[src/rtl/dts_align_pkg.sv]
// Shared types and helpers for the DTS lane alignment controller.
package dts_align_pkg;

  typedef enum logic [2:0] {
    ST_IDLE,
    ST_ARM,
    ST_MEASURE,
    ST_ADJUST,
    ST_PULSE,
    ST_SETTLE,
    ST_LOCKED,
    ST_FAIL
  } state_e;

  localparam int OFFSET_W   = 8;
  localparam int OFFSET_MAX = 2 ** (OFFSET_W - 1) - 1;

  // The epoch timer spans two windows so both early and late lanes fit.
  function automatic int timer_w(input int window);
    return $clog2(2 * window);
  endfunction

  // Symmetric saturation keeps -128 unused so magnitudes are mirror images.
  function automatic logic signed [OFFSET_W-1:0] sat_offset(input logic signed [31:0] val);
    if (val > OFFSET_MAX) return OFFSET_W'(OFFSET_MAX);
    else if (val < -OFFSET_MAX) return OFFSET_W'(-OFFSET_MAX);
    return OFFSET_W'(val);
  endfunction

endpackage

[src/rtl/dts_lane_skew_meas.sv]
// Per-lane first-sync timestamp capture for one measurement epoch.
module dts_lane_skew_meas
  import dts_align_pkg::*;
#(
  parameter int TW = timer_w(64)
) (
  input  logic          clk,
  input  logic          rst_n,
  input  logic          clear_i,
  input  logic          capture_i,
  input  logic          sync_i,
  input  logic [TW-1:0] timer_i,
  output logic          seen_o,
  output logic [TW-1:0] ts_o
);

  logic          seen_q, seen_d;
  logic [TW-1:0] ts_q, ts_d;

  always_comb begin
    seen_d = seen_q;
    ts_d   = ts_q;
    if (clear_i) begin
      seen_d = sync_i;
      ts_d   = '0;
    end else if (capture_i && sync_i && !seen_q) begin
      seen_d = 1'b1;
      ts_d   = timer_i;
    end
  end

  always_ff @(posedge clk or negedge rst_n) begin
    if (!rst_n) begin
      seen_q <= 1'b0;
      ts_q   <= '0;
    end else begin
      seen_q <= seen_d;
      ts_q   <= ts_d;
    end
  end

  // Bypass lets a sync on the last timer cycle still count for this epoch.
  assign seen_o = seen_q | (capture_i & sync_i);
  assign ts_o   = seen_q ? ts_q : timer_i;

endmodule

[src/rtl/dts_align_ctrl.sv]
// Closed-loop skew controller for a bank of DTS offsetters (lane 0 is the reference).
// Optional background monitoring after lock: define DTS_ALIGN_CTRL_MONITOR_EN.
module dts_align_ctrl
  import dts_align_pkg::*;
#(
  parameter int N_LANES       = 4,
  parameter int WINDOW        = 64,
  parameter int PULSE_CYCLES  = 4,
  parameter int SETTLE_CYCLES = 128,
  parameter int MAX_ITER      = 255
) (
  input  logic                          clk,
  input  logic                          rst_n,
  input  logic                          enable,
  input  logic [N_LANES-1:0]            sync,
  input  logic [N_LANES-1:0]            almost_full,
  input  logic [N_LANES-1:0]            almost_empty,
  output logic [N_LANES-1:0]            advance,
  output logic [N_LANES-1:0]            delay,
  output logic                          aligned,
  output logic                          busy,
  output logic                          fail,
  output logic [N_LANES-1:0]            missing,
  output logic [N_LANES*OFFSET_W-1:0]   offset
);

  localparam int TW    = timer_w(WINDOW);
  localparam int CNT_W = $clog2((SETTLE_CYCLES > PULSE_CYCLES ? SETTLE_CYCLES : PULSE_CYCLES) + 1);
  localparam int IT_W  = $clog2(MAX_ITER + 1);
  localparam logic [TW-1:0] TIMER_LAST = TW'(2 * WINDOW - 1);

`ifdef DTS_ALIGN_CTRL_MONITOR_EN
  localparam bit MON_EN = 1'b1;
`else
  localparam bit MON_EN = 1'b0;
`endif

  state_e                      state_q, state_d;
  logic [TW-1:0]               timer_q, timer_d;
  logic [CNT_W-1:0]            cnt_q, cnt_d;
  logic [IT_W-1:0]             iter_q, iter_d, iter_inc;
  logic                        lock_meas_q, lock_meas_d;
  logic [N_LANES-1:0]          adv_q, adv_d, dly_q, dly_d;
  logic [N_LANES-1:0]          missing_q, missing_d;
  logic                        aligned_q, aligned_d, busy_q, busy_d, fail_q, fail_d;
  logic [N_LANES*OFFSET_W-1:0] offset_q, offset_d;

  logic                        arming, measuring, epoch_start, meas_end;
  logic [N_LANES-1:0]          seen;
  logic [TW-1:0]               ts [N_LANES];
  logic signed [OFFSET_W-1:0]  meas_off [N_LANES];
  logic                        all_zero, any_missing, guard_trip;
  logic [N_LANES-1:0]          req_adv, req_dly;

  // With monitoring enabled, LOCKED alternates arming and measuring via lock_meas_q.
  assign arming      = (state_q == ST_ARM) || (MON_EN && (state_q == ST_LOCKED) && !lock_meas_q);
  assign measuring   = (state_q == ST_MEASURE) || (MON_EN && (state_q == ST_LOCKED) && lock_meas_q);
  assign epoch_start = arming && (|sync);
  assign meas_end    = measuring && (timer_q == TIMER_LAST);
  assign iter_inc    = iter_q + IT_W'(1);

  for (genvar g = 0; g < N_LANES; g++) begin : g_lane
    dts_lane_skew_meas #(.TW(TW)) u_meas (
      .clk       (clk),
      .rst_n     (rst_n),
      .clear_i   (epoch_start),
      .capture_i (measuring),
      .sync_i    (sync[g]),
      .timer_i   (timer_q),
      .seen_o    (seen[g]),
      .ts_o      (ts[g])
    );
  end

  always_comb begin
    all_zero = 1'b1;
    for (int i = 0; i < N_LANES; i++) begin
      meas_off[i] = (seen[i] && seen[0]) ? sat_offset(int'(ts[i]) - int'(ts[0])) : '0;
      if (meas_off[i] != '0) all_zero = 1'b0;
    end
    any_missing = ~&seen;
  end

  // Correction requests come from the offsets latched at the end of MEASURE.
  always_comb begin
    req_adv = '0;
    req_dly = '0;
    for (int i = 1; i < N_LANES; i++) begin
      req_dly[i] = offset_q[i*OFFSET_W + OFFSET_W - 1];
      req_adv[i] = !req_dly[i] && (offset_q[i*OFFSET_W +: OFFSET_W] != '0);
    end
    guard_trip = |((req_adv & almost_empty) | (req_dly & almost_full));
  end

  always_comb begin
    state_d     = state_q;
    timer_d     = timer_q;
    cnt_d       = cnt_q;
    iter_d      = iter_q;
    lock_meas_d = lock_meas_q;
    adv_d       = '0;
    dly_d       = '0;
    missing_d   = missing_q;
    offset_d    = offset_q;

    // The sync cycle that opens the epoch is timer 0, so counting resumes at 1.
    if (epoch_start) timer_d = TW'(1);
    else if (measuring) timer_d = timer_q + TW'(1);

    if (meas_end) begin
      missing_d = ~seen;
      for (int i = 0; i < N_LANES; i++) offset_d[i*OFFSET_W +: OFFSET_W] = meas_off[i];
    end

    case (state_q)
      ST_IDLE: begin
        iter_d      = '0;
        lock_meas_d = 1'b0;
        if (enable) state_d = ST_ARM;
      end
      ST_ARM: begin
        if (epoch_start) state_d = ST_MEASURE;
      end
      ST_MEASURE: begin
        if (meas_end) begin
          if (any_missing) state_d = ST_FAIL;
          else if (all_zero) state_d = ST_LOCKED;
          else state_d = ST_ADJUST;
        end
      end
      ST_ADJUST: begin
        if (guard_trip) begin
          state_d = ST_FAIL;
        end else begin
          iter_d = iter_inc;
          if (iter_inc == IT_W'(MAX_ITER)) begin
            state_d = ST_FAIL;
          end else begin
            state_d = ST_PULSE;
            adv_d   = req_adv;
            dly_d   = req_dly;
            cnt_d   = '0;
          end
        end
      end
      ST_PULSE: begin
        adv_d = adv_q;
        dly_d = dly_q;
        if (cnt_q == CNT_W'(PULSE_CYCLES - 1)) begin
          state_d = ST_SETTLE;
          cnt_d   = '0;
          adv_d   = '0;
          dly_d   = '0;
        end else begin
          cnt_d = cnt_q + CNT_W'(1);
        end
      end
      ST_SETTLE: begin
        if (cnt_q == CNT_W'(SETTLE_CYCLES - 1)) begin
          state_d = ST_ARM;
          cnt_d   = '0;
        end else begin
          cnt_d = cnt_q + CNT_W'(1);
        end
      end
      ST_LOCKED: begin
        if (MON_EN) begin
          if (!lock_meas_q) begin
            if (epoch_start) lock_meas_d = 1'b1;
          end else if (meas_end) begin
            lock_meas_d = 1'b0;
            if (any_missing) begin
              state_d = ST_FAIL;
            end else if (!all_zero) begin
              iter_d  = '0;
              state_d = ST_ADJUST;
            end
          end
        end
      end
      ST_FAIL: begin
        state_d = ST_FAIL;
      end
      default: state_d = ST_IDLE;
    endcase

    if (!enable) begin
      state_d     = ST_IDLE;
      adv_d       = '0;
      dly_d       = '0;
      lock_meas_d = 1'b0;
    end

    aligned_d = (state_d == ST_LOCKED);
    fail_d    = (state_d == ST_FAIL);
    busy_d    = !((state_d == ST_IDLE) || (state_d == ST_LOCKED) || (state_d == ST_FAIL));
  end

  always_ff @(posedge clk or negedge rst_n) begin
    if (!rst_n) begin
      state_q     <= ST_IDLE;
      timer_q     <= '0;
      cnt_q       <= '0;
      iter_q      <= '0;
      lock_meas_q <= 1'b0;
      adv_q       <= '0;
      dly_q       <= '0;
      missing_q   <= '0;
      offset_q    <= '0;
      aligned_q   <= 1'b0;
      busy_q      <= 1'b0;
      fail_q      <= 1'b0;
    end else begin
      state_q     <= state_d;
      timer_q     <= timer_d;
      cnt_q       <= cnt_d;
      iter_q      <= iter_d;
      lock_meas_q <= lock_meas_d;
      adv_q       <= adv_d;
      dly_q       <= dly_d;
      missing_q   <= missing_d;
      offset_q    <= offset_d;
      aligned_q   <= aligned_d;
      busy_q      <= busy_d;
      fail_q      <= fail_d;
    end
  end

  assign advance = adv_q;
  assign delay   = dly_q;
  assign aligned = aligned_q;
  assign busy    = busy_q;
  assign fail    = fail_q;
  assign missing = missing_q;
  assign offset  = offset_q;

endmodule

[config.mk]
export PLATFORM = sky130hd
export DESIGN_NAME = dts_align_ctrl
export DESIGN_NICKNAME = d
export VERILOG_FILES = /design/src/rtl/dts_align_pkg.sv /design/src/rtl/dts_lane_skew_meas.sv /design/src/rtl/dts_align_ctrl.sv
export SDC_FILE = /design/constraint.sdc
export NUM_CORES = 1
export LEC_CHECK = 0
export CORE_ASPECT_RATIO = 1.5
export CORE_UTILIZATION = 52
export CTS_CLUSTER_SIZE = 25
export DETAILED_ROUTE_END_ITERATION = 8
export PLACE_DENSITY = 0.86
export SYNTH_ARGS = -nofsm -noshare
export SYNTH_HDL_FRONTEND = slang
export SYNTH_HIERARCHICAL = 1
export SYNTH_SLANG_ARGS = --single-unit
[constraint.sdc]
create_clock -name clk -period 2.8 [get_ports clk]
set_input_delay 0.28 -clock clk [delete_from_list [all_inputs] [get_ports clk]]
set_output_delay 0.28 -clock clk [all_outputs]
set_load 0.02 [all_outputs]
After elaboration in Yosys (flattened, before gate mapping) --
Cells that the tools add are included.
Storage, ports and cells: flip-flop bits (word level) 105, bits of input ports 15, logic and storage cells 184, output and inout port bits 47
Cells by class: $lt $le $gt $ge 8, add/sub/neg operators 7, reduce and logical (&&, ||, !) cells 47, equal/unequal tests 15, bitwise logic cells 12, multiplexer cells 76
Operators with widths (count):
- 8-bit two-way mux | 21
- 7-bit two-way mux | 14
- 8-bit nonzero test | 7
- 8-bit > comparator (second input constant) | 4
- 8-bit less-than comparator (second input constant) | 4
- 7-bit by 7-bit subtractor with 8-bit output | 4
- 4-bit two-way mux | 7
- 8-bit one-hot mux with 3 select lines | 1
- 3-bit two-way mux | 7
- 3-bit one-hot mux with 7 select lines | 1
- 1-bit two-way mux | 20
- 8-bit by 1-bit adder with 8-bit output (second input constant) | 2
- 1-bit logical AND | 16
- 4-bit one-hot mux with 2 select lines | 2
- 8-bit one-hot mux with 2 select lines | 1
- 3-bit equality test (second input constant) | 5
- 2-bit nonzero test | 6
- 4-bit AND | 2
- 8-bit by 2-bit equality test with 1-bit output (second input constant) | 1
- 8-bit by 7-bit equality test with 1-bit output (second input constant) | 1
- 8-bit equality test (second input constant) | 1
- 1-bit logical NOT | 8
- 4-bit OR reduction | 2
- 7-bit by 1-bit adder with 7-bit output (second input constant) | 1
- 16 further kinds | 27

Logic depth before layout (Yosys ltp) --
depth in word-level cells 21, mapped depth 12, depth with buffers taken out 11

By module --
The synthesis kept the hierarchy.
By module, submodules not included:
- dts_align_ctrl | times used 1, area each 4252.8 sq um, cells an instance 464, seq. area each 1576.5 sq um
- dts_lane_skew_meas | times used 4, area each 493.0 sq um, cells an instance 45, seq. area each 200.2 sq um

Worst setup path before layout --
OpenSTA, ideal clock, no wires.
kind register to register, start point register g_lane[0].u_meas.seen_q, end point register busy_q (netlist: busy), setup slack -125 ps, clock period less this slack 2925 ps, cell stages (with the launch flop) 12, setup time 119 ps, required time 2681 ps, buffers on the path 1, arrival time 2806 ps, cell sequence dfrtp_1 buf_6 mux2_2 ha_1 fa_1 nor2b_1 o21ai_0 a311oi_2 o2111ai_1 a221oi_2 a31oi_1 o21a_1
RTL lines:
- from (decl) | line dts_lane_skew_meas.sv:17 | logic seen_q, seen_d;
- from (signal assigned) | line dts_lane_skew_meas.sv:37 | seen_q <= seen_d;
- to (signal assigned) | line dts_align_ctrl.sv:224 | busy_q <= busy_d;
- to (decl) | line dts_align_ctrl.sv:45 | logic aligned_q, aligned_d, busy_q, busy_d, fail_q, fail_d;

==> impl_metrics.toml <==
[status]
status = "complete, but fails checks"
violations = "setup timing"

[synth]
ys_ff_latch = 95
yosys_warnings = 6
ys.flop_type = "dfrtp_1"
synth_cell_type_count = 74
seq_area_frac_synth_pct = 38.2
synth_cells = 644
avgSynthCellArea_um2 = 9.67
synth_edf_count = 0
async_reset_ff_share_pct = 100
syn-cell-area_um2 = 6220

[floorplan]
initial_utilization_pct = 53.7
pin_count = 62
die-area_um2 = 12400
fp.dieH_um = 136
die_w_um = 91.3
core_area_um2 = 11600
core.rowCount = 48

[clocking]
clk_pin_slew_ns = 0.07
insertion_delay_ns = 0.36
cts.htree.levels = 3
clockBufferDepth = 2
cts.sinks = 95
cts_tree = "done"
numCtsBuffers = 9
cts-root-buf = "clkbuf_16"

[layout]
diodes = 0
seq_area_um2 = 2380
multi_input_area_um2 = 3970
drive_above_1_share_pct = 29.6
utilization_pct = 71.5
nNetsFinal = 829
fillers = 734
instances_no_fill = 941
area_growth_pct = 33.1

[grt]
grt_pass1_vias = 5775
grt_antenna_before_repair = 0
grt_pass1_wl_um = 28300
grt_remaining_overflow = 0
track_usage_pct = 29.5
grt_max_degree = 72

[routing]
via_per_inst = 6.34
firstDrtPassIters = 5
routed_wl_um = 20900
drc_errors = 0
dr_total_vias = 5966
drt_iter0_markers = 626
drt-wirelength-per-cell_um = 22.2
antenna_left = 0

[power_and_ir_drop]
p_per_area_nw_per_um2 = 1070
vdd_drop_max_mv = 0.702
leakagePower_nw = 3.65

[timing]
timing.slew.headroom_pct = 61.7
worst_slew_pin_slew_ns = 0.575
rsz0062_at_grt = "true"
finalCritPeriodShare_pct = 119
setup_viol = 16
drv_slew = 0
hold_viol_final = 0
timing.final.ws_setup_ns = -0.542
clock_skew_ns = 0.00531
clock.fmax_mhz = 299
fin_crit_ns = 3.34

[hold_path]
hold_path.class = "input port to asynchronous set/reset pin"

[critical_path]
worstSetupPathType = "flop to flop"
crit_fanout = 8
crit_arrival_ns = 3.62
worst_setup_path_end_kind = "flop"
critPathLaunchType = "flop"
worst_ep_required_time_ns = 3.08

[placed_design]
io_buffers = 49
place.gp.congestion = 0.979
placedCellCount = 914
dp_hpwl_um = 12700

[job]
drv_cap = 0
-- per-stage QoR --
| step | setup WS (ns) | setup TNS [ns] | hold slack [ns] | total power, mW | cell area [um^2] |
|---|---|---|---|---|---|
| finish | -0.542 | -4.65 | 0.450 | 8.89 | 8280 |
| global route | -0.655 | -6.29 | 0.502 | 9.25 | 8280 |
| CTS | -0.236 | -1.43 | 0.481 | 7.77 | 8010 |
| detailed placement | -0.413 | -3.38 | 0.308 | 6.04 | 7500 |
| global placement | -0.244 | -1.80 | 0.289 | 5.88 | 7500 |
| floorplan | -0.000494 | -0.000494 | -0.0156 | 4.34 | 6290 |
-- sequential cells by signal, summed over array words and instances, names as in the netlist --
| signal | flops |
|---|---|
| state_q | 3 |
| fail | 1 |
| busy | 1 |
| missing | 4 |
| iter_q | 8 |
| g_lane.u_meas/ts_q | 28 |
| advance | 3 |
| offset | 24 |
| timer_q | 7 |
| delay | 3 |
| g_lane.u_meas/seen_q | 4 |
| aligned | 1 |
| cnt_q | 8 |
-- layer usage --
layer,track usage [%],part of all wire [%]
met1,31.4,34
met2,53.3,50
met3,5.37,8.0
met4,19.5,7.4
met5,0,0
-- Yosys cell counts (all sizes together), types with 3 or more instances --
| cell type | instances | area, um^2 |
|---|---|---|
| dfrtp | 95 | 2380 |
| nand2b | 65 | 407 |
| nand2 | 58 | 218 |
| o21ai | 38 | 190 |
| mux2 | 32 | 360 |
| mux2i | 31 | 310 |
| nor2 | 28 | 110 |
| inv | 27 | 101 |
| ha | 25 | 313 |
| buf | 23 | 188 |
| a21oi | 17 | 96.4 |
| o31ai | 17 | 128 |
| nand3 | 14 | 75.1 |
| clkbuf | 12 | 45.0 |
| nor3 | 12 | 65.1 |
| nor2b | 11 | 68.8 |
| a21o | 10 | 77.6 |
| xnor2 | 10 | 87.6 |
| a22o | 9 | 78.8 |
| a211oi | 7 | 65.1 |
| nand4 | 7 | 43.8 |
| nor4 | 7 | 50.1 |
| o21a | 7 | 52.6 |
| and3 | 6 | 37.5 |
| and3b | 6 | 53.8 |
| xor2 | 6 | 52.6 |
| a31oi | 5 | 31.3 |
| and2 | 5 | 31.3 |
| or3 | 5 | 31.3 |
| nand3b | 4 | 30.0 |
| nor3b | 4 | 41.3 |
| o2111ai | 4 | 35.0 |
| a21boi | 3 | 22.5 |
| fa | 3 | 60.1 |
| or2 | 3 | 18.8 |
-- layout by cell type, fill, tap and decap left out, types with 4 or more instances in the layout --
cell type	Yosys	layout
a211oi_2	0	5
a21o_1	8	8
a21oi_1	16	13
a22o_1	9	9
and2_1	5	5
and3_1	6	6
and3b_1	5	5
buf_4	10	103
clkbuf_16	0	9
clkdlybuf4s50_1	0	48
conb_1	1	10
dfrtp_1	95	90
dfrtp_2	0	5
ha_1	25	16
ha_4	0	7
inv_1	26	21
inv_2	1	4
mux2_2	32	24
mux2_4	0	8
mux2i_1	31	30
nand2_1	58	56
nand2b_1	65	64
nand3_1	13	11
nand3b_1	4	4
nand4_1	7	7
nor2_1	26	26
nor2b_1	11	8
nor3_1	11	9
nor4_1	6	5
o21a_1	7	7
o21ai_0	38	37
o31ai_1	17	17
xnor2_1	10	8
xor2_1	6	4
-- cells by family (layout without fill, tap and decap cells) --
family | after synthesis | count (layout) | synth area share (%)
DFF | 95 | 95 | 38.2
xor gates and xnor gates | 16 | 16 | 2.25
adders and majority gates | 28 | 28 | 5.99
muxes | 63 | 63 | 10.8
and+or+nand+nor | 241 | 241 | 21.6
AOI/OAI and AO/OA | 138 | 138 | 15.7
other | 1 | 10 | 0.0602
buffers and inverters | 62 | 200 | 5.37
-- critical path, cell delays in order (launching register included) --
cell	delay (ns)
dfrtp_2	0.49
mux2_4	0.36
ha_4	0.18
fa_2	0.41
xor2_2	0.25
nand4b_1	0.24
mux2i_4	0.25
o2111ai_4	0.23
a221oi_4	0.40
a31o_1	0.26
nor3b_2	0.18
-- final timing paths --
kind,slack (ns),depth (start not counted),from,end
max,-0.54,10,g_lane[0].u_meas/seen_q,aligned
min,0.45,2,rst_n,iter_q[0]
max reg2reg,-0.54,10,g_lane[0].u_meas/seen_q,aligned
min reg2reg,0.48,2,missing[0],missing[0]
max in group asynchronous,1.64,3,rst_n,g_lane[2].u_meas/seen_q
min in group clk,0.48,2,missing[0],missing[0]
-- what timing repair did --
action                                 CTS  global route
buffers inserted                         4             7
resized for setup                       38            42
endpoints found under the hold margin   42             0
pin swaps                               12            23
hold buffers                             1             0
setup endpoints to repair               16            16
-- layout make-up --
class	count	share of cell area, %
Multi-Input combinational cell	496	47.9
Sequential cell	95	28.8
Timing Repair Buffer	157	16.1
Inverter	27	1.28
Tap cell	150	2.27
Clock buffer	10	2.88
Clock inverter	6	0.725
-- power breakdown --
group          switching [mW]  internal (mW)  total, mW
Combinational            3.00           2.84       5.84
Sequential              0.250           1.54       1.79
Clock                   0.550          0.711       1.26
No activity file was read; power rests on OpenSTA's default activity.
